## config.mk

```make
export PLATFORM = sky130hd
export DESIGN_NAME = mem_port_arbiter
export DESIGN_NICKNAME = d
export VERILOG_FILES = /design/src/rtl/scc_pkg.sv /design/src/rtl/arb_starve_cnt.sv /design/src/rtl/mem_port_arbiter.sv
export SDC_FILE = /design/constraint.sdc
export NUM_CORES = 1
export LEC_CHECK = 0
export CORE_AREA = 2 2 104 106
export CTS_BUF_LIST = sky130_fd_sc_hd__clkbuf_4 sky130_fd_sc_hd__clkbuf_8
export CTS_CLUSTER_DIAMETER = 50
export DETAILED_ROUTE_END_ITERATION = 8
export DIE_AREA = 0 0 106 108
export GPL_ROUTABILITY_DRIVEN = 0
export GPL_TIMING_DRIVEN = 0
export SLEW_MARGIN = 20
export SYNTH_ARGS = -nofsm -noshare
export SYNTH_HDL_FRONTEND = slang
export SYNTH_SLANG_ARGS = --single-unit
```

## constraint.sdc

```tcl
create_clock -name clk -period 1.9 [get_ports clk]
set_input_delay 0.19 -clock clk [delete_from_list [all_inputs] [get_ports clk]]
set_output_delay 0.19 -clock clk [all_outputs]
set_load 0.005 [all_outputs]
```

## src/rtl/scc_pkg.sv

```systemverilog
// scc_pkg: shared types and defaults for the scc core memory port.
package scc_pkg;

    typedef enum logic [1:0] {
        OWN_NONE = 2'd0,
        OWN_IF   = 2'd1,
        OWN_D    = 2'd2
    } owner_t;

    localparam int DEF_STARVE_MAX = 4;

endpackage

```

## src/rtl/arb_starve_cnt.sv

```systemverilog
// arb_starve_cnt: saturating count of data grants won while fetch waits.
module arb_starve_cnt
    import scc_pkg::*;
#(
    parameter int STARVE_MAX = DEF_STARVE_MAX
) (
    input  logic clk,
    input  logic rst,
    input  logic clk_en,
    input  logic inc,
    input  logic clr,
    output logic limit
);

    localparam logic [3:0] MAX = 4'(STARVE_MAX);

    logic [3:0] streak;

    always_ff @(posedge clk or negedge rst) begin
        if (!rst)
            streak <= '0;
        else if (clk_en)
            streak <= clr ? '0 : (inc && streak != MAX) ? streak + 4'd1 : streak;
    end

    assign limit = streak == MAX;

endmodule

```

## src/rtl/mem_port_arbiter.sv

```systemverilog
// mem_port_arbiter: shares one memory port between fetch and load/store,
// data first, with a starvation bound on fetch and one-cycle read routing.
module mem_port_arbiter
    import scc_pkg::*;
#(
    parameter int ADDR_W     = 32,
    parameter int DATA_W     = 32,
    parameter int STARVE_MAX = DEF_STARVE_MAX
) (
    input  logic              clk,
    input  logic              rst,
    input  logic              clk_en,
    input  logic              if_req,
    input  logic [ADDR_W-1:0] if_addr,
    output logic              if_gnt,
    output logic              if_rvalid,
    output logic [DATA_W-1:0] if_rdata,
    input  logic              d_req,
    input  logic              d_we,
    input  logic [ADDR_W-1:0] d_addr,
    input  logic [DATA_W-1:0] d_wdata,
    output logic              d_gnt,
    output logic              d_rvalid,
    output logic [DATA_W-1:0] d_rdata,
    output logic [ADDR_W-1:0] mem_addr,
    output logic [DATA_W-1:0] mem_wdata,
    output logic              mem_we,
    output logic              mem_re,
    input  logic [DATA_W-1:0] mem_rdata,
    output logic              stall
);

    owner_t owner;
    logic   limit;
    logic   live;

    // Nothing may be granted while frozen or held in reset.
    assign live   = clk_en & rst;
    assign if_gnt = live & if_req & (~d_req | limit);
    assign d_gnt  = live & d_req & ~if_gnt;

    assign mem_addr  = if_gnt ? if_addr : d_gnt ? d_addr : '0;
    assign mem_wdata = (if_gnt | d_gnt) ? d_wdata : '0;
    assign mem_we    = d_gnt & d_we;
    assign mem_re    = if_gnt | (d_gnt & ~d_we);
    assign stall     = ~rst | (if_req & ~if_gnt) | (d_req & ~d_gnt);

    assign if_rvalid = owner == OWN_IF;
    assign d_rvalid  = owner == OWN_D;
    assign if_rdata  = mem_rdata;
    assign d_rdata   = mem_rdata;

    always_ff @(posedge clk or negedge rst) begin
        if (!rst)
            owner <= OWN_NONE;
        else if (clk_en)
            owner <= if_gnt ? OWN_IF : (d_gnt & ~d_we) ? OWN_D : OWN_NONE;
    end

    arb_starve_cnt #(.STARVE_MAX(STARVE_MAX)) u_starve (
        .clk    (clk),
        .rst    (rst),
        .clk_en (clk_en),
        .inc    (d_gnt & if_req),
        .clr    (if_gnt | ~if_req),
        .limit  (limit)
    );

endmodule

```

==> Flow_metrics.wiki <==
{| class="wikitable"
! Metric !! Value
|-
| Crit. Startpoint || u_starve.streak[1]
|-
| Highest-count cells in the layout ignoring fill and taps || sky130_fd_sc_hd__clkdlybuf4s50_1 (196), sky130_fd_sc_hd__buf_4 (82), sky130_fd_sc_hd__nand2_1 (69)
|-
| Syn Std Cell Area || 1800 µm²
|-
| Register clock-pin slew on the reported worst setup and hold paths || 0.04 ns
|-
| Final critical-path share of the clock period || 104%
|-
| Non-filler instance count after layout || 654
|-
| Cell variety after synth || 35
|-
| Proportion of synthesized flip-flops having asynchronous set or reset || between 90% and 100%
|-
| Routed WL || 8760 µm
|-
| Critical-path cell list || inv_2 > ha_4 > and3b_4 > a21o_1 > buf_8 > clkbuf_16 > o22ai_2 > buf_2
|-
| Initial Util || ~18%
|-
| Global route hottest layer || met2
|-
| Setup slack of the critical path after layout || -0.0789 ns
|-
| Total of buffers placed on input and output ports || around 230
|-
| Setup repair after global routing missed its margin || yes
|-
| Sort of element at the start of the critical path || flip-flop
|-
| Grt ovf || 0
|-
| Ratio of cells with drive above 1 in the final layout || 34.9%
|-
| First drt pass iteration count || 4
|-
| Instance area at placement || between 4000 and 5000 µm²
|-
| Finished layout cell area || 4570 µm²
|-
| Tightest Pin Transition || 0.304 ns
|-
| Ratio of total power to cell area || 258 nW/µm²
|-
| Initial antenna violation count || 0
|-
| Mean cell area of the mapped netlist || 6.84 µm²
|-
| Full die area || 11400 µm²
|-
| Placed Cells incl. Taps || 633
|-
| Root buffer cell || sky130_fd_sc_hd__clkbuf_8
|-
| Max_cap viols || 0
|-
| Pin count of the biggest net entering global routing || 11
|-
| GRT met2 Usage || around 27%
|-
| Startpoint of the lowest-slack register-to-register path || u_starve.streak[1]
|-
| Max rail drop VDD || 179 µV
|-
| Number of synthesized flops with an enable pin || 0
|-
| Critical path endpoint category || primary output
|-
| Clock tree from TritonCTS || yes
|-
| Slowest CP cell || sky130_fd_sc_hd__dfrtp_1
|-
| Post-DP HPWL || 7120 µm
|-
| Global-route wire length before repair || ~13000 µm
|-
| Sink Count || 6
|-
| Rows || 37
|-
| Max-slew headroom at the worst pin || 79.7%
|-
| Clock buffer count from CTS || 3
|-
| Nets || 656
|-
| Chip Width || 106 µm
|-
| DRC violation count after routing || 0
|-
| End-of-flow core utilization || 44.7%
|-
| Cell count after synthesis || 263
|-
| Number of max-slew violations in the final report || 0
|-
| M3 GR Usage || 3.13%
|-
| Average wire length per cell after detail routing || 13.4 µm
|-
| Number of hold-slack violations in the final timing report || 0
|-
| Run status || complete, but fails checks
|-
| Chip Height || 108 µm
|-
| Area grow syn2layout || 154%
|-
| Critical path peak fanout || 8
|-
| Maximum achievable frequency || 0.505 GHz
|-
| Starting DRT DRC Count || 44
|-
| GR Util All Layers || a little over an eighth
|-
| Placement Setup Slack || -0.921 ns
|-
| Type of the setup path with the least slack || flip-flop to primary output
|-
| Post-Syn Nets || 399
|-
| Violations in the final reports || negative setup slack
|-
| Warning count from the yosys run || 0
|-
| Most frequent standard cell in the layout excluding fill and tap cells || sky130_fd_sc_hd__clkdlybuf4s50_1
|-
| Met1 global-route usage || 14.8%
|-
| # H-tree levels || 1
|-
| Sequential element share of the synthesized area || 8.35%
|-
| Min-delay worst type || input pin to flip-flop
|-
| Number of antenna diodes || 0
|-
| Vias in the first global route || 2556
|-
| Number of register bits inferred by synthesis || 6
|-
| Layout Skew || 0.00123 ns
|-
| Area of the core || approximately 10000 µm²
|-
| Setup violators final || 32
|-
| Via/cell ratio || 4.02
|-
| Slowest cell delay on critical path || around 0.36 ns
|-
| Prevailing post-synth register cell || sky130_fd_sc_hd__dfrtp_1
|-
| Cell leakage power || between 1.5 and 2 nW
|-
| Number of vias after detailed routing || 2630
|-
| Final worst hold slack || ~0.25 ns
|-
| Number of routed nets with antenna violations || 0
|-
| Worst hold start || clk_en
|-
| Clock period minus worst slack || 1.98 ns
|-
| Data required time at the worst endpoint || 1.71 ns
|-
| Total I/O pin count || 269
|-
| Clk buf depth || 2
|-
| Critical Path AT || 1.79 ns
|-
| Clock insertion delay at the later pin of the skew report || 0.23 ns
|}
-- critical path: cells and delay by family (launching register included) --
kind | cells | cell delay (ns)
AOI/OAI and AO/OA | 2 | 0.32
buffers and inverters | 4 | 0.51
DFF | 1 | 0.36
adders and majority gates | 1 | 0.15
and+or+nand+nor | 1 | 0.20
-- final cells by class --
class / instances / area, µm²
tap: 136 / 170
timing repair buffer: 253 / 2370
buffer: 82 / 656
inverter: 6 / 22.5
sequential: 6 / 150
multi-input combinational: 168 / 1170
fill: 1027 / 5660
clock buffer: 3 / 41.3
-- layer usage --
metal / share of wire [%] / vias to the layer above / routed length (µm)
li1: - / 1315 / -
met1: 36 / 1174 / 3190
met2: 56 / 135 / 4880
met3: 7.5 / 6 / 653
met4: 0.42 / 0 / 37
met5: 0 / - / 0
-- synth_stat cells (2+ instances only) --
cell type,number,area share [%]
sky130_fd_sc_hd__nand2_1,70,15
sky130_fd_sc_hd__o32ai_1,2,0.97
sky130_fd_sc_hd__dfrtp_1,6,8.4
sky130_fd_sc_hd__clkbuf_1,2,0.42
sky130_fd_sc_hd__buf_6,4,2.5
sky130_fd_sc_hd__o22ai_2,18,13
sky130_fd_sc_hd__ha_1,2,1.4
sky130_fd_sc_hd__a21oi_1,2,0.56
sky130_fd_sc_hd__and2_1,33,11
sky130_fd_sc_hd__inv_1,6,1.3
sky130_fd_sc_hd__clkbuf_2,3,0.83
sky130_fd_sc_hd__nor2_1,6,1.3
sky130_fd_sc_hd__buf_4,68,28
sky130_fd_sc_hd__o22ai_1,15,5.2
sky130_fd_sc_hd__buf_2,6,1.7
-- logic make-up (layout without fill, tap and decap cells) --
group | Yosys count | after routing | share of synthesized area (%)
simple gates | 120 | 120 | 31.9
buf+inv | 89 | 344 | 35.1
fa+ha+maj | 2 | 2 | 1.39
flops | 6 | 6 | 8.35
compound gates | 46 | 46 | 23.2
-- stage by stage --
stage | TNS, ns | power, mW
2_1_floorplan | 0 | 0.429
3_3_place_gp | -51.49 | 0.924
3_5_place_dp | -52.05 | 0.928
4_1_cts | -0.452 | 1.15
5_1_grt | -3.34 | 1.26
6_report | -1.50 | 1.18
-- final timing paths --
kind	slack [ns]	to	cells after the start
setup / recovery	-0.08	mem_addr[12]	8
hold / removal	0.25	owner[1]	2
setup reg to reg	0.34	owner[1]	7
hold reg to reg	0.56	owner[0]	2
max in group asynchronous	1.22	u_starve.streak[3]	2
min in group asynchronous	0.45	u_starve.streak[2]	2
-- flip-flops by register name (all words and copies together) (netlist names) --
name / flops
owner: 2
u_starve.streak: 4
-- power breakdown --
group          switching, mW  internal (mW)
sequential           0.00357          0.134
clock                 0.0626          0.137
combinational          0.266          0.579
-- repair_timing --
| action | in CTS | in global routing |
|---|---|---|
| gates resized for setup | 169 | 28 |
| setup buffers | 11 | 5 |
| cloned | 1 | 1 |
| endpoints found under the setup margin | 68 | 65 |
| pin swaps | 11 | 6 |
| hold endpoints to repair | 6 | 0 |
| hold buffers | 1 | 0 |
No activity file was read; power rests on OpenSTA's default activity.
